[config.mk]
export PLATFORM = sky130hd
export DESIGN_NAME = down_timer
export DESIGN_NICKNAME = d
export VERILOG_FILES = /design/src/rtl/down_timer.sv
export SDC_FILE = /design/constraint.sdc
export NUM_CORES = 1
export LEC_CHECK = 0
export CAP_MARGIN = 20
export CELL_PAD_IN_SITES_DETAIL_PLACEMENT = 0
export CELL_PAD_IN_SITES_GLOBAL_PLACEMENT = 1
export CORE_AREA = 2 2 39 41
export CTS_BUF_LIST = sky130_fd_sc_hd__clkbuf_8
export DETAILED_ROUTE_END_ITERATION = 10
export DIE_AREA = 0 0 41 43
export PLACE_DENSITY_LB_ADDON = 0.1
export SETUP_SLACK_MARGIN = 0.1
export SLEW_MARGIN = 10
export SYNTH_ARGS = -nofsm -noshare
export SYNTH_HDL_FRONTEND = slang
export SYNTH_SLANG_ARGS = --single-unit
export TNS_END_PERCENT = 5
[constraint.sdc]
create_clock -name clk -period 2.8 [get_ports clk]
set_clock_uncertainty 0.1 [all_clocks]
set_input_delay 0.84 -clock clk [delete_from_list [all_inputs] [get_ports clk]]
set_output_delay 0.84 -clock clk [all_outputs]
set_load 0.01 [all_outputs]
[src/rtl/down_timer.sv]
// Loadable down-counter with prescaled tick, start/stop control and a one-cycle done pulse.
// Optional feature: define DOWN_TIMER_AUTO_RELOAD_EN to reload and keep running on expiry.
module down_timer #(
  parameter int WIDTH    = 4,
  parameter int PRESCALE = 1
) (
  input  logic             clk,
  input  logic             reset,
  input  logic [WIDTH-1:0] load_value,
  input  logic             start,
  input  logic             stop,
  output logic [WIDTH-1:0] count,
  output logic             busy,
  output logic             done
);

  localparam int             PW        = (PRESCALE > 1) ? $clog2(PRESCALE) : 1;
  localparam logic [PW-1:0]  PRESC_MAX = PW'(PRESCALE - 1);
  localparam logic [WIDTH-1:0] ONE     = WIDTH'(1);

  typedef enum logic [1:0] {IDLE, RUN, EXPIRED} state_e;

  state_e           state_q, state_d;
  logic [WIDTH-1:0] count_q, count_d;
  logic [WIDTH-1:0] reload_q, reload_d;
  logic [PW-1:0]    presc_q, presc_d;
  logic             done_q, done_d;
  logic             tick;

  // NOTE: the reload register is a single word, not a memory, so it is reset with the rest.
  // NOTE: sequential state uses non-blocking assignments so every flop samples pre-edge values.
  always_ff @(posedge clk or posedge reset) begin
    if (reset) begin
      state_q  <= IDLE;
      count_q  <= '0;
      reload_q <= '0;
      presc_q  <= '0;
      done_q   <= 1'b0;
    end else begin
      state_q  <= state_d;
      count_q  <= count_d;
      reload_q <= reload_d;
      presc_q  <= presc_d;
      done_q   <= done_d;
    end
  end

  always_comb begin
    // NOTE: every output of this block gets a default first, so no path can infer a latch.
    state_d  = state_q;
    count_d  = count_q;
    reload_d = reload_q;
    presc_d  = presc_q;
    done_d   = 1'b0;
    tick     = (state_q == RUN) && (presc_q == PRESC_MAX);

    // Stop has priority over start, even outside RUN where stop itself does nothing.
    if (stop) begin
      if (state_q == RUN) state_d = IDLE;
    end else if (start) begin
      count_d  = load_value;
      reload_d = load_value;
      presc_d  = '0;
      if (load_value != '0) begin
        state_d = RUN;
      end else begin
        state_d = EXPIRED;
        done_d  = 1'b1;
      end
    end else if (state_q == RUN) begin
      if (tick) begin
        presc_d = '0;
        if (count_q > ONE) begin
          count_d = count_q - ONE;
        end else begin
          done_d = 1'b1;
`ifdef DOWN_TIMER_AUTO_RELOAD_EN
          count_d = reload_q;
`else
          count_d = '0;
          state_d = EXPIRED;
`endif
        end
      end else begin
        presc_d = presc_q + PW'(1);
      end
    end
  end

  assign count = count_q;
  assign busy  = (state_q == RUN);
  assign done  = done_q;

endmodule
==> flow_summary.json, run 1 <==
{
  "die_h_microns": 43,
  "grt-ovfl-total": 0,
  "syn2layout_area_growth_pct": 44.9,
  "regArea_sq_um": 200,
  "yosysTopAreaCell": "dfrtp_1",
  "clock_latency_ps": 230,
  "crit_path_start_kind": "flop",
  "grt_max_degree": 10,
  "slowest_stage": "clkdlybuf4s50_1",
  "cts-root-buf": "clkbuf_8",
  "numCtsBuffers": 3,
  "rsz0062_at_grt": "false",
  "crit_type": "flop to primary output",
  "fillers": 147,
  "final_util_pct": 47.3,
  "ant_nets": 0,
  "remaining_drc_errors": 0,
  "critPathTopFamily": "buffers and inverters",
  "end_kind": "primary output",
  "ys_ff_latch": 8,
  "synthTopCellsByArea": "dfrtp_1 44%, a2bb2oi_1 5.8%, ha_1 5.5%",
  "required_ps": 1860,
  "yosysSeqAreaShare_pct": 44.3,
  "drive_above_1_share_pct": 7.46,
  "clkTransAtPathRegs_ps": 40,
  "grt_pass1_vias": 373,
  "worst_slew_pin_slew_ps": 493,
  "die_area_sq_um": 1760,
  "path_max_fanout": 4,
  "cp_cell_sequence": "nor2b_1, clkdlybuf4s50_1",
  "instances_no_fill": 83,
  "multiInputGateArea_sq_um": 229,
  "holdPathStages": 1,
  "grt_pass1_wl_microns": 1560,
  "final_common_cell": "clkdlybuf4s50_1",
  "first_pass_iters": 3,
  "gp_congestion": 0.764,
  "antenna_found_initial": 0,
  "ys_warn_count": 0,
  "die_w_microns": 41,
  "core_area_sq_um": 1380,
  "synth_top_area_share_pct": 44.3,
  "period_needed_ps": 2270,
  "avgViaCountPerCell": 5.04,
  "slew_headroom_pct": 66.9,
  "dpl.hpwl_microns": 770,
  "hp-class": "flop to flop",
  "finalCritPeriodShare_pct": 81.1,
  "drv_slew": 0,
  "vias": 418,
  "crit_path_start": "state_q[1]",
  "finalHoldViolCount": 0,
  "clock_path_buffers": 2,
  "cts_tree": "done",
  "status": "finished, final reports clean",
  "max_cap_violations": 0,
  "rows": 14,
  "post_cts_buffers": 0,
  "detail_route.iter0.violations": 10,
  "highest_layer": "met4",
  "postSynthNetCount": 60,
  "io_pins": 14,
  "power_density_nw_per_um2": 794,
  "cts_hold_buffers": 0,
  "synth.avg_cell_area_sq_um": 9.03,
  "arrival_ps": 1330,
  "insertedDiodeCount": 0,
  "synth_ff_type": "dfrtp_1",
  "path_buf_inv": 1,
  "netlist_area_sq_um": 452,
  "grt_usage_pct": 14.2,
  "r2r_start": "count[0]",
  "nets": 79,
  "wl_met2_microns": 460,
  "syn-instance-count": 50,
  "path_depth": 2,
  "finalWirelength_microns": 1010,
  "leakagePower_nw": 0.286,
  "peakVddDrop_v": 0.000525,
  "finalSetupViolations": 0,
  "timing.fmax_mhz": 440,
  "cts_max_level": 1,
  "max_stage_delay_ps": 550,
  "cts_sinks": 8,
  "dr_wl_met3_microns": 63,
  "hold_slack_ps": 404,
  "portBuffers": 13,
  "place_inst": 80,
  "cts_resized": 0,
  "r2r_cells": 6,
  "synthArstFlopShare_pct": 100,
  "synth.distinct_cells": 21,
  "hold_start": "presc_q",
  "wl_met1_microns": 468,
  "mostFrequentLayoutCells": "13 x clkdlybuf4s50_1, 8 x dfrtp_1, 6 x nor2_1",
  "fin_setup_tns_ps": 0,
  "synth-edff-count": 0,
  "initial_core_util_pct": 32.6,
  "routedWlPerCell_microns": 12.1
}
==> kinds of logic (layout without fill, tap and decap cells) <==
group	after synthesis	after routing	share of synthesized area, %
AO/OA/AOI/OAI	17	17	25.5
buffers and inverters	6	23	4.99
AND/OR/NAND/NOR	17	17	19.7
adder cells (fa/ha/maj)	2	2	5.54
flip-flops	8	8	44.3
==> cell type report <==
cell class | count | area share, %
repair buffers | 15 | 22.2
flip-flops and latches | 8 | 30.6
well taps | 16 | 3.06
inverters | 5 | 2.87
multi-input cells | 36 | 35.0
clock buffers | 3 | 6.31
==> path summary, 6_finish.rpt <==
kind,endpoint,slack [ps]
min,presc_q,400
max in group asynchronous,count[3],1600
min in group asynchronous,done,760
max,busy,530
max reg2reg,state_q[0],870
min reg2reg,presc_q,400
==> flip-flops by register name (all words and copies together), names as in the netlist <==
signal / cells
count: 4
state_q: 2
presc_q: 1
done: 1
==> where the power goes <==
part | switching (mW) | internal (mW) | total [mW] | leakage [nW]
registers | 0.0359 | 0.146 | 0.182 | 0.101
logic | 0.0873 | 0.115 | 0.202 | 0.163
clock network | 0.0421 | 0.0928 | 0.135 | 0.0216
==> Yosys cell counts, types with 2 or more instances <==
master and n:
dfrtp_1 8, o21ai_0 5, or4_1 2, nor3b_1 2, nand2_1 3, nor2b_1 2
ha_1 2, inv_1 5, nor2_1 6, a21oi_1 2, a2bb2oi_1 3
==> metrics by stage <==
stage	cell area, sq um	setup WS, ps	power (mW)
floorplan	452	836	0.291
detailed placement	613	387	0.386
finish	654	528	0.519
global route	654	452	0.562
global placement	613	391	0.386
CTS	654	520	0.527
==> worst reg2reg max path: stages (launching register included) <==
cell and delay, ps:
dfrtp_1 420, inv_1 80, ha_1 220, nor2_1 70, o31ai_1 430, o21ai_0 170
a221o_1 340
==> layer usage <==
metal | up-vias | track usage [%]
met1 | 193 | 17.3
met4 | 0 | 6.00
met5 | - | 0
li1 | 214 | -
met3 | 2 | 9.42
met2 | 9 | 19.1
(Power assumes the default switching activity.)
==> run 2, diff against run 1 <==
- CORE_AREA: 2 2 39 41 -> 2 2 42 44
- DIE_AREA: 0 0 41 43 -> 0 0 44 46
- clock period: 2.8 -> 1.9 ns (I/O delays scaled with it)
==> run 2 against run 1 <==
Net effect: core utilization shrank 2.9 points; sequential power up 48%; register-to-register slack worse by 640 ps; critical path type unchanged; critical endpoint unchanged.
==> flow_summary.json, run 2 (synthesis results as in run 1) <==
{
  "status": "finished, final reports clean",
  "crit_path_start_kind": "flop",
  "worst_slew_pin_slew_ps": 345,
  "grt-ovfl-total": 0,
  "holdPathStages": 1,
  "syn2layout_area_growth_pct": 58.4,
  "cts_hold_buffers": 0,
  "arrival_ps": 1080,
  "crit_type": "flop to primary output",
  "die_h_microns": 46,
  "rows": 15,
  "clkTransAtPathRegs_ps": 40,
  "rrSetupSlack_ps": 230,
  "cp_cell_sequence": "nor2b_1, dlygate4sd2_1",
  "antenna_found_initial": 0,
  "cts_max_level": 1,
  "hp-class": "flop to flop",
  "avgViaCountPerCell": 4.75,
  "setup_slack_ps": 147,
  "largest_register_ffs": 4,
  "grt_pass1_vias": 467,
  "dpl.hpwl_microns": 877,
  "insertedDiodeCount": 0,
  "fillers": 177,
  "post-place-ws_ps": -226,
  "nets": 86,
  "initial_core_util_pct": 28.0,
  "place_inst": 88,
  "portBuffers": 13,
  "slowest_stage": "dfrtp_1",
  "end_kind": "primary output",
  "grt_max_degree": 9,
  "core_area_sq_um": 1610,
  "die_area_sq_um": 2020,
  "cts_tree": "done",
  "post_cts_buffers": 0,
  "numCtsBuffers": 3,
  "hold_slack_ps": 401,
  "max_cap_violations": 0,
  "slew_headroom_pct": 77.0,
  "cts-root-buf": "clkbuf_8",
  "clock_path_buffers": 2,
  "instances_no_fill": 91,
  "power_density_nw_per_um2": 1080,
  "mostFrequentLayoutCells": "9 x buf_4, 8 x dfrtp_1, 8 x dlygate4sd2_1",
  "finalWirelength_microns": 1130,
  "finalCritPeriodShare_pct": 92.3,
  "final_common_cell": "buf_4",
  "rsz0062_at_grt": "false",
  "die_w_microns": 44,
  "leakagePower_nw": 0.345,
  "vias": 432,
  "finalSetupViolations": 0,
  "drv_slew": 0,
  "path_max_fanout": 4,
  "detail_route.iter0.violations": 1,
  "gp_congestion": 0.681,
  "remaining_drc_errors": 0,
  "cts_sinks": 8,
  "timing.fmax_mhz": 570,
  "p_total_mw": 0.772,
  "required_ps": 1230,
  "io_pins": 14,
  "r2r_cells": 4,
  "first_pass_iters": 2,
  "clock_latency_ps": 230,
  "period_needed_ps": 1750,
  "drive_above_1_share_pct": 21.6,
  "finalHoldViolCount": 0,
  "grt_usage_pct": 13.5,
  "peakVddDrop_v": 0.000425,
  "max_stage_delay_ps": 410,
  "routedWlPerCell_microns": 12.4,
  "ant_nets": 0,
  "grt_pass1_wl_microns": 1900
}
## run 2: power breakdown
group / switching (mW) / internal (mW) / leakage, nW
registers: 0.0550 / 0.215 / 0.101
clock network: 0.0694 / 0.138 / 0.0216
logic: 0.136 / 0.159 / 0.223
total: 0.260 / 0.512 / 0.345
## run 2: cell type report
| cell class | count | area (sq um) | share of cell area, % |
|---|---|---|---|
| inverters | 5 | 18.8 | 2.62 |
| clock buffers | 3 | 41.3 | 5.77 |
| repair buffers | 22 | 190 | 26.6 |
| well taps | 17 | 21.3 | 2.97 |
| flip-flops and latches | 8 | 200 | 28.0 |
| multi-input cells | 36 | 244 | 34.1 |
## run 2: final timing paths
kind,start,endpoint
max,state_q[1],busy
min,presc_q,presc_q
max reg2reg,count[0],count[3]
max in group asynchronous,reset,state_q[1]
min in group asynchronous,reset,state_q[0]
min reg2reg,presc_q,presc_q
## run 2: repair_timing
item,CTS,global route
resized for setup,9,4
cloned,0,0
pin swaps,2,0
hold endpoints to repair,0,0
endpoints found under the setup margin,6,5
## run 2: layer usage
metal  track usage (%)  routed length (microns)  vias up
li1                  -                        -      231
met1              15.8                      562      195
met2              22.4                      530        6
met3              3.57                       31        0
met4              7.27                        0        0
met5                 0                        0        -
## run 2: metrics by stage
stage / area [sq um] / setup TNS, ps / utilization, %
detailed placement: 667 / -763 / 41.3
finish: 716 / 0 / 44.3
CTS: 702 / 0 / 43.5
global placement: 667 / -722 / 41.3
global route: 716 / 0 / 44.3
floorplan: 452 / 0 / -
## run 2: worst max-delay path, delay by kind of cell, from the launching register on
| kind | cells | cell delay, ps |
|---|---|---|
| buf+inv | 1 | 280 |
| flops | 1 | 410 |
| simple gates | 1 | 160 |
==> run 3, diff against run 2 <==
- ABC_CLOCK_PERIOD_IN_PS: default -> 1900
- CELL_PAD_IN_SITES_DETAIL_PLACEMENT: 0 -> default
- CELL_PAD_IN_SITES_GLOBAL_PLACEMENT: 1 -> default
- CORE_AREA: 2 2 42 44 -> 2 2 39 41
- DIE_AREA: 0 0 44 46 -> 0 0 41 43
- PLACE_DENSITY_LB_ADDON: 0.1 -> default
==> run 3 against run 2 <==
Net effect: total power increased by 1.9%; sequential share of layout area grew 0.20 points; flip-flop and latch count unchanged; global-route usage up 2.4 points; final cell count fell by 3.3%; core utilization rose by 7.6 points; largest power group unchanged.
==> flow_summary.json, run 3 (synthesis results as in run 1) <==
{
  "status": "finished, final reports clean",
  "die_area_sq_um": 1760,
  "peakVddDrop_v": 0.000703,
  "pwr-share-clk_pct": 25.9,
  "clkTransAtPathRegs_ps": 40,
  "timing.fmax_mhz": 527,
  "p_sw_mw": 0.259,
  "rows": 14,
  "io_pins": 14,
  "p_sw_share_pct": 32.9,
  "p_total_mw": 0.787,
  "mostFrequentLayoutCells": "7 x clkdlybuf4s50_1, 7 x buf_4, 6 x nor2_1, 6 x dfrtp_1",
  "rsz0062_at_grt": "true",
  "finalSetupViolations": 0,
  "leakagePower_nw": 0.365,
  "p_seq_share_pct": 35.1,
  "remaining_drc_errors": 0,
  "largest_register_ffs": 4,
  "cts_tree": "done",
  "end_kind": "flop",
  "cts_hold_buffers": 0,
  "path_max_fanout": 2,
  "grt-ovfl-total": 0,
  "worst_slew_pin_slew_ps": 320,
  "min_to": "presc_q",
  "finalCritPeriodShare_pct": 99.8,
  "clock_latency_ps": 230,
  "drv_slew": 0,
  "required_ps": 1910,
  "rr_endpoint": "state_q[0]",
  "period_needed_ps": 1900,
  "numCtsBuffers": 3,
  "clock_path_buffers": 2,
  "avgViaCountPerCell": 5.14,
  "drive_above_1_share_pct": 20.8,
  "core_area_sq_um": 1380,
  "detail_route.iter0.violations": 4,
  "cts-root-buf": "clkbuf_8",
  "nets": 84,
  "r2r_cells": 6,
  "crit_path_start_kind": "primary input",
  "antenna_found_initial": 0,
  "gp_congestion": 0.683,
  "grt_usage_pct": 15.8,
  "rrSetupSlack_ps": 200,
  "grt_pass1_wl_microns": 1810,
  "portBuffers": 13,
  "ant_nets": 0,
  "hp-class": "flop to flop",
  "slew_headroom_pct": 78.6,
  "holdPathStages": 1,
  "p_int_mw": 0.528,
  "crit_type": "primary input to flop",
  "routedWlPerCell_microns": 13.1,
  "first_pass_iters": 4,
  "cts_max_level": 1,
  "syn2layout_area_growth_pct": 59.3,
  "cts_sinks": 8,
  "grt_max_degree": 9,
  "insertedDiodeCount": 0,
  "dpl.hpwl_microns": 832,
  "power_density_nw_per_um2": 1090,
  "fin_setup_tns_ps": 0,
  "final_util_pct": 52.0,
  "die_h_microns": 43,
  "finalWirelength_microns": 1150,
  "grt_pass1_vias": 441,
  "finalHoldViolCount": 0,
  "arrival_ps": 1900,
  "hold_start": "presc_q",
  "comb_power_share_pct": 39.0,
  "max_cap_violations": 0,
  "initial_core_util_pct": 32.6,
  "vias": 452,
  "post_cts_buffers": 0,
  "r2r_start": "count[0]",
  "die_w_microns": 41
}
run 3: final cells by class:
cell class | count | area (sq um)
well taps | 16 | 20.0
repair buffers | 20 | 194
flip-flops and latches | 8 | 203
multi-input cells | 36 | 243
clock buffers | 3 | 41.3
fillers | 138 | 664
inverters | 5 | 18.8
run 3: critical path, stage by stage:
cell and delay (ps):
clkdlybuf4s50_1 420, or4_1 560, a221o_1 360
run 3: power by group through the flow:
| stage | clock (mW) | combinational, mW | sequential, mW |
|---|---|---|---|
| 6_report | 0.204 | 0.307 | 0.276 |
| 5_1_grt | 0.215 | 0.349 | 0.287 |
| 4_1_cts | 0.207 | 0.309 | 0.269 |
| 3_5_place_dp | 0 | 0.311 | 0.270 |
| 3_3_place_gp | 0 | 0.305 | 0.272 |
| 2_1_floorplan | 0 | 0.154 | 0.275 |
run 3: what timing repair did:
action,4_1_cts,5_1_grt
resized for setup,1,10
endpoints found under the setup margin,6,11
endpoints found under the hold margin,0,0
run 3: how the worst max path moves through the flow:
| stage | from | end | slack, ps | cells past startpoint |
|---|---|---|---|---|
| 2_1_floorplan | count[0] | state_q[0] | 140 | 6 |
| 3_3_place_gp | load_value[1] | state_q[0] | -210 | 3 |
| 3_5_place_dp | load_value[1] | state_q[0] | -230 | 3 |
| 4_1_cts | count[0] | count[0] | 0.8 | 1 |
| 5_1_grt | load_value[1] | state_q[0] | -50 | 3 |
| 6_report | load_value[1] | state_q[0] | 4 | 3 |
run 3: routing by layer:
metal | wire length [microns] | vias to the layer above | track usage, %
met5 | 0 | - | 0
met2 | 599 | 11 | 24.1
met3 | 33 | 4 | 1.57
li1 | - | 223 | -
met1 | 472 | 214 | 18.3
met4 | 48 | 0 | 14.0
run 3: through the flow:
stage | area, sq um | hold WS (ps) | setup slack (ps) | cells
3_3_place_gp | 651 | 377 | -214 | 85
3_5_place_dp | 651 | 385 | -234 | 85
5_1_grt | 719 | 426 | -46.8 | 88
2_1_floorplan | 452 | 286 | 140 | 50
6_report | 719 | 389 | 3.96 | 88
4_1_cts | 691 | 394 | 0.788 | 88
